--- src/rtl/quad_fold_pipe_if.sv ---
`default_nettype none
// +----------------------------------------------------------------------------+
// | quad_fold_pipe_if                                                          |
// | Sample-in / folded-sample-out bus for the quadrant/octant folder.          |
// | Revision: 1.0                                                              |
// +----------------------------------------------------------------------------+
interface quad_fold_pipe_if #(
   parameter int W     = 17,
   parameter int TAG_W = 4
);
   logic                    ce;
   logic                    in_valid;
   logic        [2:0]       sector;
   logic signed [W-1:0]     sin_a;
   logic signed [W-1:0]     cos_a;
   logic        [TAG_W-1:0] in_tag;
   logic signed [W-1:0]     sin;
   logic signed [W-1:0]     cos;
   logic                    out_valid;
   logic        [TAG_W-1:0] out_tag;
   logic                    sat;

   modport master (
      output ce, in_valid, sector, sin_a, cos_a, in_tag,
      input  sin, cos, out_valid, out_tag, sat
   );

   modport slave (
      input  ce, in_valid, sector, sin_a, cos_a, in_tag,
      output sin, cos, out_valid, out_tag, sat
   );
endinterface
`default_nettype wire

--- src/rtl/quad_fold_pipe.sv ---
`default_nettype none
// +----------------------------------------------------------------------------+
// | quad_fold_pipe                                                             |
// | Two-stage sin/cos sector folder: swap/sign, then round-shift-saturate.     |
// | Revision: 1.0                                                              |
// +----------------------------------------------------------------------------+
module quad_fold_pipe #(
   parameter int W      = 17,
   parameter int SHIFT  = 1,
   parameter int ROUND  = 0,
   parameter int OCTANT = 0,
   parameter int TAG_W  = 4
) (
   input  logic              clk,
   input  logic              rst,
   quad_fold_pipe_if.slave   bus
);
   localparam logic signed [W+1:0] c_one    = (W+2)'(1);
   localparam int                  c_rnd_sh = (SHIFT > 0) ? SHIFT - 1 : 0;
   localparam logic signed [W+1:0] c_rnd    = (ROUND != 0 && SHIFT > 0) ? (c_one <<< c_rnd_sh) : '0;
   localparam logic signed [W+1:0] c_max    = {3'b000, {(W-1){1'b1}}};
   localparam logic signed [W+1:0] c_min    = {3'b111, {(W-1){1'b0}}};

   logic signed [W-1:0]     w_s;
   logic signed [W-1:0]     w_c;
   logic        [1:0]       w_q;
   logic signed [W:0]       w_s_ext;
   logic signed [W:0]       w_c_ext;
   logic signed [W:0]       w_s_fold;
   logic signed [W:0]       w_c_fold;
   logic        [W:0]       w_sin_sc;
   logic        [W:0]       w_cos_sc;

   logic signed [W:0]       r_s1_sin;
   logic signed [W:0]       r_s1_cos;
   logic                    r_s1_valid;
   logic        [TAG_W-1:0] r_s1_tag;

   // Returns {clamped, value}; the extra headroom bit keeps the rounding add exact.
   function automatic logic [W:0] f_scale(input logic signed [W:0] x);
      logic signed [W+1:0] v_sum;
      v_sum = {x[W], x} + c_rnd;
      v_sum = v_sum >>> SHIFT;
      if (v_sum > c_max)
         return {1'b1, c_max[W-1:0]};
      else if (v_sum < c_min)
         return {1'b1, c_min[W-1:0]};
      else
         return {1'b0, v_sum[W-1:0]};
   endfunction

   always_comb begin
      w_s = bus.sin_a;
      w_c = bus.cos_a;
      if (OCTANT != 0 && bus.sector[0]) begin
         w_s = bus.cos_a;
         w_c = bus.sin_a;
      end
      w_q      = (OCTANT != 0) ? bus.sector[2:1] : bus.sector[1:0];
      // Widened before negation so the most negative sample folds without wrap.
      w_s_ext  = {w_s[W-1], w_s};
      w_c_ext  = {w_c[W-1], w_c};
      w_s_fold = (w_q == 2'd1 || w_q == 2'd2) ? -w_s_ext : w_s_ext;
      w_c_fold = w_q[1] ? -w_c_ext : w_c_ext;
   end

   always_comb begin
      w_sin_sc = f_scale(r_s1_sin);
      w_cos_sc = f_scale(r_s1_cos);
   end

   always_ff @(posedge clk) begin
      if (rst) begin
         r_s1_sin      <= '0;
         r_s1_cos      <= '0;
         r_s1_valid    <= 1'b0;
         r_s1_tag      <= '0;
         bus.sin       <= '0;
         bus.cos       <= '0;
         bus.out_valid <= 1'b0;
         bus.out_tag   <= '0;
         bus.sat       <= 1'b0;
      end else if (bus.ce) begin
         r_s1_sin      <= w_s_fold;
         r_s1_cos      <= w_c_fold;
         r_s1_valid    <= bus.in_valid;
         r_s1_tag      <= bus.in_tag;
         bus.sin       <= w_sin_sc[W-1:0];
         bus.cos       <= w_cos_sc[W-1:0];
         bus.out_valid <= r_s1_valid;
         bus.out_tag   <= r_s1_tag;
         bus.sat       <= w_sin_sc[W] | w_cos_sc[W];
      end
   end
endmodule
`default_nettype wire

--- src/flat_wrapper.sv ---
// flat-port wrapper written by rule: the top's interface ports become plain ports
module quad_fold_pipe_flat 
#(
   parameter int W      = 17,
   parameter int SHIFT  = 1,
   parameter int ROUND  = 0,
   parameter int OCTANT = 0,
   parameter int TAG_W  = 4
)
  (clk, rst, bus_ce, bus_in_valid, bus_sector, bus_sin_a, bus_cos_a, bus_in_tag, bus_sin, bus_cos, bus_out_valid, bus_out_tag, bus_sat);
  quad_fold_pipe_if #(.W(W), .TAG_W(TAG_W)) bus_i ();
  input  logic clk;
  input  logic rst;
  input wire logic [$bits(bus_i.ce)-1:0] bus_ce;
  input wire logic [$bits(bus_i.in_valid)-1:0] bus_in_valid;
  input wire logic [$bits(bus_i.sector)-1:0] bus_sector;
  input wire logic [$bits(bus_i.sin_a)-1:0] bus_sin_a;
  input wire logic [$bits(bus_i.cos_a)-1:0] bus_cos_a;
  input wire logic [$bits(bus_i.in_tag)-1:0] bus_in_tag;
  output wire logic [$bits(bus_i.sin)-1:0] bus_sin;
  output wire logic [$bits(bus_i.cos)-1:0] bus_cos;
  output wire logic [$bits(bus_i.out_valid)-1:0] bus_out_valid;
  output wire logic [$bits(bus_i.out_tag)-1:0] bus_out_tag;
  output wire logic [$bits(bus_i.sat)-1:0] bus_sat;
  assign bus_i.ce = bus_ce;
  assign bus_i.in_valid = bus_in_valid;
  assign bus_i.sector = bus_sector;
  assign bus_i.sin_a = bus_sin_a;
  assign bus_i.cos_a = bus_cos_a;
  assign bus_i.in_tag = bus_in_tag;
  assign bus_sin = bus_i.sin;
  assign bus_cos = bus_i.cos;
  assign bus_out_valid = bus_i.out_valid;
  assign bus_out_tag = bus_i.out_tag;
  assign bus_sat = bus_i.sat;
  quad_fold_pipe #(.W(W), .SHIFT(SHIFT), .ROUND(ROUND), .OCTANT(OCTANT), .TAG_W(TAG_W)) u_core (.clk(clk), .rst(rst), .bus(bus_i));
endmodule
--- config.mk ---
export PLATFORM = sky130hd
export DESIGN_NAME = quad_fold_pipe_flat
export DESIGN_NICKNAME = d
export VERILOG_FILES = /design/src/rtl/quad_fold_pipe_if.sv /design/src/rtl/quad_fold_pipe.sv /design/src/flat_wrapper.sv
export SDC_FILE = /design/constraint.sdc
export NUM_CORES = 1
export LEC_CHECK = 0
export ABC_AREA = 1
export ABC_CLOCK_PERIOD_IN_PS = 1600
export CAP_MARGIN = 20
export CORE_MARGIN = 5
export CORE_UTILIZATION = 31
export CTS_BUF_LIST = sky130_fd_sc_hd__clkbuf_8
export CTS_CLUSTER_DIAMETER = 150
export DETAILED_ROUTE_END_ITERATION = 7
export SETUP_SLACK_MARGIN = 0.02
export SLEW_MARGIN = 10
export SYNTH_ARGS = -nofsm -noshare
export SYNTH_HDL_FRONTEND = slang
export SYNTH_SLANG_ARGS = --single-unit
export TNS_END_PERCENT = 100
--- constraint.sdc ---
create_clock -name clk -period 1.6 [get_ports clk]
set_clock_uncertainty 0.1 [all_clocks]
set_input_delay 0.16 -clock clk [delete_from_list [all_inputs] [get_ports clk]]
set_output_delay 0.16 -clock clk [all_outputs]
set_load 0.02 [all_outputs]
Yosys cells after proc, flatten, opt, wreduce, memory -nomap -nowiden:

Index checks and enable logic that the tools add are counted.

* add/subtract/negate cells: 2
* order comparisons: 4
* equality and inequality tests: 2
* multiplexer cells: 6
* bitwise operators: 1
* reductions and logical operators: 1

Operator list (number)
* two-way mux 18 bit: 6
* negation 17 -> 18 bit: 2
* greater-than comparator 17 bit, second input constant: 2
* less-than comparator 17 bit, second input constant: 2
* equality test 2 x 1 -> 1 bit, second input constant: 1
* equality test 2 bit, second input constant: 1
* logical OR 1 bit: 1
* bitwise OR 1 bit: 1

* register bits: 81
* input port bits: 45
* output and inout port bits: 40
* logic and storage cells: 25

Logic depth before layout (Yosys ltp):

Gate-level depths: netlist (run 1).

* word-level depth: 4
* depth in mapped cells: 11

Worst setup path before layout (run 1):

Ideal clock, no wire load.

* path type: in2reg
* start: input port bus_sin_a[1]
* end: register u_core.r_s1_sin[14]
* data arrival time: 1027 ps
* slack: 363 ps
* cell stages on the path: 11
* path buffers: 0
* cells stage by stage: inv_1 -> ha_1 -> nand2_2 -> nor2_4 -> nand2_1 -> nand2_1 -> nand2_1 -> nand2_1 -> nand3_1 -> nand2_1 -> inv_1

* word-level cells in the longest chain between the ends: 2

RTL lines
* start: declaration: RTL line flat_wrapper.sv:17 `input wire logic [$bits(bus_i.sin_a)-1:0] bus_sin_a;`
* negation 17 -> 18 bit: RTL line quad_fold_pipe.sv:63 `w_s_fold = (w_q == 2'd1 || w_q == 2'd2) ? -w_s_ext : w_s_ext;`
* two-way mux 18 bit: RTL line quad_fold_pipe.sv:63
* end signal: assignment: RTL line quad_fold_pipe.sv:84 `r_s1_sin <= w_s_fold;`
* end: declaration: RTL line quad_fold_pipe.sv:34 `logic signed [W:0] r_s1_sin;`

No other way between the ends.
A chain may end at the register's enable or synchronous reset.

Worst setup path in the final report (run 1):

* start: register u_core.bus.cos[6]
* end: output port bus_cos[6]

RTL lines
* start: declaration: RTL line quad_fold_pipe_if.sv:30 `output sin, cos, out_valid, out_tag, sat`
* start signal: assignment: RTL line quad_fold_pipe.sv:89 `bus.cos <= w_cos_sc[W-1:0];`
* end: declaration: RTL line flat_wrapper.sv:21 `output wire logic [$bits(bus_i.cos)-1:0] bus_cos;`

No word-level cell between the ends.

==> metrics.txt, run 1 <==
# TYPE chip_impl_metric gauge
chip_impl_info{name="run_status",value="finished clean"} 1
chip_impl_metric{name="detailedRoute.firstPassIterationCount",unit=""} 4
chip_impl_metric{name="worst-slew-pin-transition",unit="ps"} 279
chip_impl_metric{name="netlist_instances",unit=""} 542
chip_impl_metric{name="critPathMaxStageDelay",unit="ps"} 600
chip_impl_metric{name="critical_path_peak_fanout",unit=""} 2
chip_impl_info{name="rsz0062_at_grt",value="false"} 1
chip_impl_metric{name="vias",unit=""} 3757
chip_impl_metric{name="cp_num_buf_inv",unit=""} 1
chip_impl_metric{name="highest_clock_rate",unit="MHz"} 649
chip_impl_metric{name="globalplace.congestion",unit=""} 0.847
chip_impl_metric{name="max_slew_headroom",unit="%"} 81.5
chip_impl_metric{name="detail_route.wirelength",unit="um"} 10200
chip_impl_metric{name="cts.htree.levels",unit=""} 3
chip_impl_metric{name="synth_sequential_area_ratio",unit="%"} 42.9
chip_impl_info{name="worst_setup_path_start_kind",value="flip-flop"} 1
chip_impl_info{name="crit_chain",value="clkdlybuf4s50_1"} 1
chip_impl_metric{name="gr-usage-met3",unit="%"} 3.51
chip_impl_metric{name="postLayoutCellArea",unit="sq um"} 5190
chip_impl_metric{name="die_width",unit="um"} 119
chip_impl_info{name="clk_root_buffer_cell",value="sky130_fd_sc_hd__clkbuf_8"} 1
chip_impl_metric{name="antenna_found_initial",unit=""} 0
chip_impl_metric{name="die_area",unit="sq um"} 14200
chip_impl_metric{name="worst_ep_required_time",unit="ps"} 1340
chip_impl_metric{name="initial_utilization",unit="%"} 32.0
chip_impl_metric{name="wire_per_inst",unit="um"} 12.7
chip_impl_metric{name="period_share",unit="%"} 96.3
chip_impl_metric{name="synth_nets",unit=""} 589
chip_impl_metric{name="period_needed",unit="ps"} 1540
chip_impl_metric{name="synth_cell_types",unit=""} 28
chip_impl_info{name="critical-path-slowest-cell",value="sky130_fd_sc_hd__clkdlybuf4s50_1"} 1
chip_impl_metric{name="drc",unit=""} 0
chip_impl_metric{name="power_density",unit="nW/um^2"} 922
chip_impl_metric{name="hold_buffers",unit=""} 0
chip_impl_metric{name="grtUsageMet2",unit="%"} 25.0
chip_impl_info{name="end_kind",value="output port"} 1
chip_impl_info{name="most-common-layout-cells",value="98 x sky130_fd_sc_hd__nor2_1, 98 x sky130_fd_sc_hd__nand2_1, 79 x sky130_fd_sc_hd__dfxtp_1, 67 x sky130_fd_sc_hd__o21ai_0, 59 x sky130_fd_sc_hd__inv_1"} 1
chip_impl_metric{name="power.static_leakage",unit="nW"} 2.68
chip_impl_metric{name="global_route.overflow_total",unit=""} 0
chip_impl_metric{name="clockBufferDepth",unit=""} 2
chip_impl_metric{name="later_pin_clock_latency_in_the_skew_report",unit="ps"} 360
chip_impl_metric{name="detailed_place_hpwl",unit="um"} 7550
chip_impl_metric{name="synth-seq-cells",unit=""} 79
chip_impl_metric{name="clkTransAtPathRegs",unit="ps"} 80
chip_impl_metric{name="finalHoldViolations",unit=""} 0
chip_impl_metric{name="placement.cell_area",unit="sq um"} 4960
chip_impl_metric{name="arrival_time_at_the_worst_endpoint",unit="ps"} 1280
chip_impl_metric{name="die_h",unit="um"} 119
chip_impl_metric{name="synthesis.area",unit="sq um"} 3680
chip_impl_metric{name="fp-row-count",unit=""} 39
chip_impl_metric{name="ant_nets",unit=""} 0
chip_impl_info{name="global_route_hottest_layer",value="met2"} 1
chip_impl_metric{name="io_buffers",unit=""} 83
chip_impl_info{name="path_delay_family",value="buffers and inverters"} 1
chip_impl_metric{name="global_route.usage.total",unit="%"} 14.6
chip_impl_metric{name="postCtsSetupRepairBufs",unit=""} 0
chip_impl_metric{name="setup_viol_count_final",unit=""} 0
chip_impl_info{name="crit_type",value="flip-flop to output port"} 1
chip_impl_metric{name="postSynthAreaPerCell",unit="sq um"} 6.80
chip_impl_metric{name="floorplan.io_pins",unit=""} 85
chip_impl_metric{name="grt_use_met1",unit="%"} 17.8
chip_impl_metric{name="nets",unit=""} 703
chip_impl_metric{name="timing.final.max_slew_violations",unit=""} 0
chip_impl_metric{name="detail_route.iter0.violations",unit=""} 169
chip_impl_metric{name="first_global_vias",unit=""} 3667
chip_impl_info{name="tritoncts",value="yes"} 1
chip_impl_metric{name="maximum_number_of_pins_on_one_net_before_global_route_repair",unit=""} 60
chip_impl_metric{name="yosysWarningCount",unit=""} 0
chip_impl_metric{name="syn_to_final_growth",unit="%"} 41.0
chip_impl_metric{name="fin_total_pwr",unit="mW"} 4.79
chip_impl_metric{name="vias_per_cell",unit=""} 4.67
chip_impl_metric{name="numClockSinks",unit=""} 79
chip_impl_metric{name="max_cap_viol_count",unit=""} 0
chip_impl_metric{name="antenna_cells_inserted",unit=""} 0
chip_impl_metric{name="core-area",unit="sq um"} 11500
chip_impl_metric{name="post_route_cells_drive_above_1_share",unit="%"} 11.6
chip_impl_metric{name="fill_cell_total_of_the_finished_layout",unit=""} 1213
chip_impl_metric{name="tritoncts.num_buffers",unit=""} 9
chip_impl_metric{name="largest_vdd_supply_drop",unit="uV"} 354
chip_impl_info{name="hold_path.class",value="input port to flip-flop"} 1
chip_impl_metric{name="cts-resized-gates",unit=""} 26
chip_impl_metric{name="wire_length_of_the_first_global_routing_pass",unit="um"} 17000
final timing paths:
check,startpoint,endpoint,slack (ps),depth (start not counted)
worst max-delay path,u_core.bus.cos[6],bus_cos[6],60,1
worst min-delay path,bus_ce,u_core.bus.sat,130,4
worst max register to register,u_core.r_s1_sin[9],u_core.r_s1_sin[9],780,4
worst min register to register,u_core.r_s1_sin[5],u_core.bus.sin[4],360,2
report_power, final:
group	internal (mW)	leakage, nW	switching [mW]	total (mW)
Combinational	0.417	1.91	0.505	0.923
Clock	0.929	0.113	0.775	1.70
Sequential	2.11	0.655	0.0570	2.16
Total	3.45	2.68	1.34	4.79
flip-flops by register name, summed over array words and instances (netlist names):
signal and cells:
u_core.bus.out_tag 4, u_core.r_s1_tag 4, u_core.bus.out_valid 1, u_core.bus.cos 17, u_core.r_s1_cos 17, u_core.bus.sin 17, u_core.r_s1_valid 1, u_core.bus.sat 1
u_core.r_s1_sin 17
synthesized netlist by cell type:
cell type                  number  area share, %
sky130_fd_sc_hd__inv_2          2           0.20
sky130_fd_sc_hd__buf_1          2           0.20
sky130_fd_sc_hd__nor2_1        98             10
sky130_fd_sc_hd__inv_6          1           0.24
sky130_fd_sc_hd__xnor2_1        6            1.4
sky130_fd_sc_hd__nand3b_1       3           0.61
sky130_fd_sc_hd__nor2_2         1           0.17
sky130_fd_sc_hd__o21ai_2        1           0.24
sky130_fd_sc_hd__ha_1           2           0.68
sky130_fd_sc_hd__xor2_1         4           0.95
sky130_fd_sc_hd__a21o_1         1           0.20
sky130_fd_sc_hd__buf_4          3           0.61
sky130_fd_sc_hd__clkbuf_1      15            1.5
sky130_fd_sc_hd__o21ai_0       67            9.1
sky130_fd_sc_hd__buf_2          7           0.95
sky130_fd_sc_hd__nor2_4         1           0.31
sky130_fd_sc_hd__dfxtp_1       79             43
sky130_fd_sc_hd__o221ai_1       1           0.24
sky130_fd_sc_hd__nand2_2        4           0.68
sky130_fd_sc_hd__nand3_1       25            3.4
sky130_fd_sc_hd__nand4_1        1           0.17
sky130_fd_sc_hd__buf_8          1           0.41
sky130_fd_sc_hd__nand2_4        2           0.61
sky130_fd_sc_hd__o211ai_1       4           0.81
sky130_fd_sc_hd__inv_1         59            6.0
sky130_fd_sc_hd__or2_1          1           0.17
sky130_fd_sc_hd__a21oi_1       53            7.2
sky130_fd_sc_hd__nand2_1       98             10
metrics by stage:
stage / setup WS (ps) / hold WS, ps / cells / util (%) / setup TNS (ps)
2_1_floorplan: 363 / 195 / 542 / - / 0
3_3_place_gp: -128 / 346 / 788 / 43.1 / -1740
6_report: 59.6 / 129 / 804 / 45.1 / 0
3_5_place_dp: -197 / 348 / 788 / 43.1 / -2750
5_1_grt: 20.7 / 154 / 804 / 45.1 / 0
4_1_cts: 20.2 / 125 / 804 / 44.8 / 0
final cells by class:
cell class	instances	area [sq um]	share of cell area [%]
Tap cell	143	179	3.44
Sequential cell	79	1580	30.4
Multi-Input combinational cell	373	1730	33.3
Timing Repair Buffer	131	1240	23.8
Clock buffer	10	138	2.65
Inverter	62	238	4.58
Clock inverter	6	93.8	1.81
routing by layer:
| metal | share of wire, % | wire length [um] |
|---|---|---|
| met5 | 0 | 0 |
| met3 | 5.6 | 567 |
| met4 | 1.3 | 134 |
| met2 | 48 | 4840 |
| met1 | 46 | 4640 |
cell families after synthesis:
group	share of synthesized area (%)
flip-flops	42.9
buffers and inverters	10.2
XOR/XNOR	2.38
AND/OR/NAND/NOR	26.1
adder cells (fa/ha/maj)	0.679
AO/OA/AOI/OAI	17.8
(Power assumes the default switching activity.)
==> inputs of run 2 (changes only) <==
--- a/config.mk
+++ b/config.mk
@@ -7,3 +7,2 @@
 export LEC_CHECK = 0
-export ABC_AREA = 1
 export ABC_CLOCK_PERIOD_IN_PS = 1600
@@ -11,3 +10,3 @@
 export CORE_MARGIN = 5
-export CORE_UTILIZATION = 31
+export CORE_UTILIZATION = 47
 export CTS_BUF_LIST = sky130_fd_sc_hd__clkbuf_8
@@ -15,2 +14,3 @@
 export DETAILED_ROUTE_END_ITERATION = 7
+export PLACE_DENSITY = 0.77
 export SETUP_SLACK_MARGIN = 0.02
--- a/constraint.sdc
+++ b/constraint.sdc
@@ -4,2 +4,2 @@
 set_output_delay 0.16 -clock clk [all_outputs]
-set_load 0.02 [all_outputs]
+set_load 0.1 [all_outputs]
==> run 2 against run 1 <==
Net effect:
- wire length rose by 0.52%
- the run now ends with negative setup slack left
- flip-flop and latch count did not move
- via count fell by 11%
- combinational power rose by 41%
- sequential share of layout area fell by 3.1 points
- register-to-register slack got worse by 60 ps
- critical path depth rose by 4
- total power rose by 2.5%
- die area fell by 35%
- core utilization rose by 35 points
- synthesized cell count fell by 30%
- count of clock-buffer cells in the layout fell by 1
==> metrics.txt, run 2 <==
# TYPE chip_impl_metric gauge
chip_impl_info{name="run_status",value="finished with violations"} 1
chip_impl_info{name="failed_checks",value="negative setup slack"} 1
chip_impl_metric{name="yosysWarningCount",unit=""} 0
chip_impl_info{name="rsz0062_at_grt",value="true"} 1
chip_impl_metric{name="vias",unit=""} 3360
chip_impl_info{name="reg2reg_to",value="u_core.r_s1_cos[16]"} 1
chip_impl_metric{name="synth_adder_area_share",unit="%"} 0.719
chip_impl_metric{name="drt-met1-wl",unit="um"} 4310
chip_impl_metric{name="max_slew_headroom",unit="%"} 75.9
chip_impl_metric{name="period_share",unit="%"} 103
chip_impl_metric{name="setup_viol_count_final",unit=""} 3
chip_impl_metric{name="postLayoutCellArea",unit="sq um"} 5790
chip_impl_info{name="rr_startpoint",value="u_core.r_s1_cos[16]"} 1
chip_impl_metric{name="maximum_number_of_pins_on_one_net_before_global_route_repair",unit=""} 45
chip_impl_metric{name="synth-seq-cells",unit=""} 79
chip_impl_info{name="path_delay_family",value="simple AND/OR/NAND/NOR gates"} 1
chip_impl_metric{name="core-area",unit="sq um"} 7210
chip_impl_metric{name="detailroute.wirelength.met2",unit="um"} 5390
chip_impl_metric{name="critPathMaxStageDelay",unit="ps"} 570
chip_impl_metric{name="power.static_leakage",unit="nW"} 2.53
chip_impl_metric{name="die_area",unit="sq um"} 9220
chip_impl_info{name="crit_type",value="input port to flip-flop"} 1
chip_impl_metric{name="detail_route.iter0.violations",unit=""} 118
chip_impl_metric{name="die_h",unit="um"} 96.0
chip_impl_metric{name="io_buffers",unit=""} 83
chip_impl_info{name="hold_path.class",value="input port to flip-flop"} 1
chip_impl_info{name="critical-path-slowest-cell",value="sky130_fd_sc_hd__or4_4"} 1
chip_impl_metric{name="detail_route.wirelength",unit="um"} 10200
chip_impl_info{name="tritoncts",value="yes"} 1
chip_impl_metric{name="wire_length_of_the_first_global_routing_pass",unit="um"} 15400
chip_impl_metric{name="postSynthAreaPerCell",unit="sq um"} 9.11
chip_impl_metric{name="largest_vdd_supply_drop",unit="uV"} 560
chip_impl_metric{name="globalplace.congestion",unit=""} 0.801
chip_impl_metric{name="wire_per_inst",unit="um"} 16.3
chip_impl_metric{name="final.setup.tns",unit="ps"} -86.9
chip_impl_metric{name="netlist_instances",unit=""} 382
chip_impl_metric{name="synth-xor-area-share",unit="%"} 6.04
chip_impl_metric{name="period_needed",unit="ps"} 1650
chip_impl_metric{name="fp-row-count",unit=""} 31
chip_impl_metric{name="first_global_vias",unit=""} 3368
chip_impl_metric{name="finalHoldViolations",unit=""} 0
chip_impl_metric{name="post-route-worst-setup-slack",unit="ps"} -50.9
chip_impl_metric{name="syn_to_final_growth",unit="%"} 66.4
chip_impl_metric{name="global_route.usage.total",unit="%"} 21.2
chip_impl_metric{name="synth-edff-count",unit=""} 0
chip_impl_metric{name="nets",unit=""} 570
chip_impl_info{name="worst_hold_startpoint",value="bus_ce"} 1
chip_impl_metric{name="drc",unit=""} 0
chip_impl_info{name="end_kind",value="flip-flop"} 1
chip_impl_metric{name="detailedRoute.firstPassIterationCount",unit=""} 4
chip_impl_info{name="hold_end",value="u_core.r_s1_cos[10]"} 1
chip_impl_metric{name="synthMuxAreaShare",unit="%"} 13.3
chip_impl_metric{name="numClockSinks",unit=""} 79
chip_impl_metric{name="cp_num_buf_inv",unit=""} 1
chip_impl_metric{name="post_synth_and_or_nand_nor_area_fraction",unit="%"} 16.5
chip_impl_metric{name="cts.htree.levels",unit=""} 3
chip_impl_metric{name="synth-async-reset-ratio",unit="%"} 0
chip_impl_metric{name="global_route.overflow_total",unit=""} 0
chip_impl_metric{name="power_density",unit="nW/um^2"} 848
chip_impl_metric{name="synth_top_cell_area_share",unit="%"} 45.5
chip_impl_metric{name="reg2reg_depth",unit=""} 2
chip_impl_metric{name="die_width",unit="um"} 96.0
chip_impl_info{name="synth_top_family_by_area",value="simple AND/OR/NAND/NOR gates"} 1
chip_impl_metric{name="setup_slack_reg_to_reg",unit="ps"} 720
chip_impl_metric{name="post_route_cells_drive_above_1_share",unit="%"} 33.5
chip_impl_metric{name="pwr-share-clk",unit="%"} 29.0
chip_impl_metric{name="clkTransAtPathRegs",unit="ps"} 90
chip_impl_metric{name="max_cap_viol_count",unit=""} 0
chip_impl_metric{name="critical_path_peak_fanout",unit=""} 2
chip_impl_info{name="clk_root_buffer_cell",value="sky130_fd_sc_hd__clkbuf_8"} 1
chip_impl_metric{name="arrival_time_at_the_worst_endpoint",unit="ps"} 1790
chip_impl_metric{name="seqPwrFrac",unit="%"} 44.5
chip_impl_metric{name="worst-slew-pin-transition",unit="ps"} 358
chip_impl_metric{name="initial_utilization",unit="%"} 48.2
chip_impl_metric{name="synth_cell_types",unit=""} 37
chip_impl_info{name="yosys.area.top_type",value="sky130_fd_sc_hd__dfxtp_1"} 1
chip_impl_metric{name="worst_ep_required_time",unit="ps"} 1740
chip_impl_info{name="synth_ff_type",value="sky130_fd_sc_hd__dfxtp_1"} 1
chip_impl_info{name="synth_top_cells_by_area",value="sky130_fd_sc_hd__dfxtp_1 45%, sky130_fd_sc_hd__mux2i_1 13%, sky130_fd_sc_hd__nor2_1 8.8%"} 1
chip_impl_info{name="most-common-layout-cells",value="82 x sky130_fd_sc_hd__nor2_1, 79 x sky130_fd_sc_hd__dfxtp_1, 66 x sky130_fd_sc_hd__buf_4, 45 x sky130_fd_sc_hd__mux2i_1, 44 x sky130_fd_sc_hd__buf_12"} 1
chip_impl_info{name="mostFrequentLayoutCell",value="sky130_fd_sc_hd__nor2_1"} 1
chip_impl_metric{name="later_pin_clock_latency_in_the_skew_report",unit="ps"} 340
chip_impl_metric{name="timing.final.max_slew_violations",unit=""} 0
chip_impl_metric{name="antenna_found_initial",unit=""} 0
chip_impl_metric{name="floorplan.io_pins",unit=""} 85
chip_impl_metric{name="internal_portion_of_total_power",unit="mW"} 3.37
chip_impl_metric{name="highest_clock_rate",unit="MHz"} 606
chip_impl_metric{name="worst_hold_slack",unit="ps"} 34.5
chip_impl_metric{name="detailroute.wirelength.met3",unit="um"} 356
chip_impl_metric{name="detailed_place_hpwl",unit="um"} 6650
chip_impl_metric{name="synth_sequential_area_ratio",unit="%"} 45.5
chip_impl_info{name="yosysMostFrequentCell",value="sky130_fd_sc_hd__nor2_1"} 1
chip_impl_metric{name="tritoncts.num_buffers",unit=""} 9
chip_impl_metric{name="fill_cell_total_of_the_finished_layout",unit=""} 463
chip_impl_metric{name="combPwrFrac",unit="%"} 26.6
chip_impl_metric{name="synth_nets",unit=""} 429
chip_impl_metric{name="whs_path_depth",unit=""} 2
chip_impl_metric{name="vias_per_cell",unit=""} 5.36
chip_impl_info{name="synth_commonest_cells",value="82 x sky130_fd_sc_hd__nor2_1, 79 x sky130_fd_sc_hd__dfxtp_1, 45 x sky130_fd_sc_hd__mux2i_1"} 1
chip_impl_info{name="worst_setup_path_start_kind",value="input port"} 1
chip_impl_metric{name="power_switching_share",unit="%"} 31.3
chip_impl_metric{name="placement.cell_area",unit="sq um"} 5300
chip_impl_metric{name="hold_buffers",unit=""} 0
chip_impl_info{name="worstSetupStartpoint",value="bus_cos_a[15]"} 1
chip_impl_metric{name="ant_nets",unit=""} 0
chip_impl_metric{name="clockBufferDepth",unit=""} 2
chip_impl_metric{name="antenna_cells_inserted",unit=""} 0
chip_impl_metric{name="synthesis.area",unit="sq um"} 3480
chip_impl_metric{name="synth_compound_area_share",unit="%"} 13.8
chip_impl_info{name="dr.max_layer_used",value="met4"} 1
chip_impl_info{name="crit_chain",value="clkdlybuf4s50_1 -> or4_4 -> nor4_4 -> o21ai_2 -> a311oi_2"} 1
chip_impl_metric{name="place_worst_setup_slack",unit="ps"} -639
chip_impl_metric{name="power_switching",unit="mW"} 1.54
[run 2: cell count changes after synthesis, sizes merged, moves of 7 or more]
cell,change
a211oi,+24
a21oi,-48
a311oi,+7
clkbuf,+7
inv,-55
mux2i,+45
nand2,-97
nand3,-24
nor2,-18
o21ai,-55
or3,+10
xor2,+9
[run 2: worst reg2reg max path, stage by stage (launching register included)]
cell                       delay (ps)
sky130_fd_sc_hd__dfxtp_1          370
sky130_fd_sc_hd__nor2_1            70
sky130_fd_sc_hd__a311oi_2         260
[run 2: layout make-up]
| class | instances | area, sq um | area share, % |
|---|---|---|---|
| clock inverter | 7 | 65.1 | 1.12 |
| tap | 99 | 124 | 2.14 |
| clock buffer | 9 | 124 | 2.14 |
| inverter | 7 | 43.8 | 0.756 |
| sequential | 79 | 1580 | 27.3 |
| multi-input combinational | 266 | 1980 | 34.3 |
| timing repair buffer | 160 | 1870 | 32.2 |
[run 2: power groups by stage]
stage               Clock, mW  Sequential [mW]  Combinational (mW)
floorplan                   0             2.51               0.402
global placement            0             2.22                1.21
detailed placement          0             2.23                1.24
CTS                      1.43             2.18                1.26
global route             1.52             2.20                1.38
finish                   1.42             2.18                1.30
[run 2: what timing repair did]
| item | CTS | global route |
|---|---|---|
| pin swaps | 21 | 20 |
| endpoints found under the setup margin | 22 | 13 |
| resized for setup | 54 | 30 |
| endpoints found under the hold margin | 0 | 0 |
| cloned | 0 | 1 |
| buffers inserted | 4 | 12 |
[run 2: worst max-delay path by stage]
stage / endpoint / cells past startpoint / slack [ps]
floorplan: u_core.r_s1_cos[17] / 5 / -110
detailed placement: u_core.r_s1_cos[16] / 8 / -640
global route: u_core.r_s1_cos[16] / 9 / -40
global placement: u_core.r_s1_cos[10] / 8 / -570
CTS: u_core.r_s1_cos[15] / 6 / 20
finish: u_core.r_s1_cos[16] / 5 / -50
[run 2: routing by layer]
layer | vias up | track usage, %
li1 | 1631 | -
met1 | 1627 | 24.9
met2 | 83 | 38.3
met3 | 19 | 4.22
met4 | 0 | 6.75
met5 | - | 0
[run 2: cells by family after synthesis]
kind of cell	after synthesis
AOI/OAI and AO/OA	68
xor gates and xnor gates	24
adders and majority gates	2
buffers and inverters	37
DFF	79
muxes	46
and+or+nand+nor	126
[run 2: stage by stage]
stage / total power, mW / instances / utilization [%]
4_1_cts: 4.88 / 614 / 77.8
2_1_floorplan: 2.91 / 382 / -
3_5_place_dp: 3.46 / 594 / 73.4
6_report: 4.91 / 627 / 80.2
3_3_place_gp: 3.43 / 594 / 73.4
5_1_grt: 5.10 / 627 / 80.2
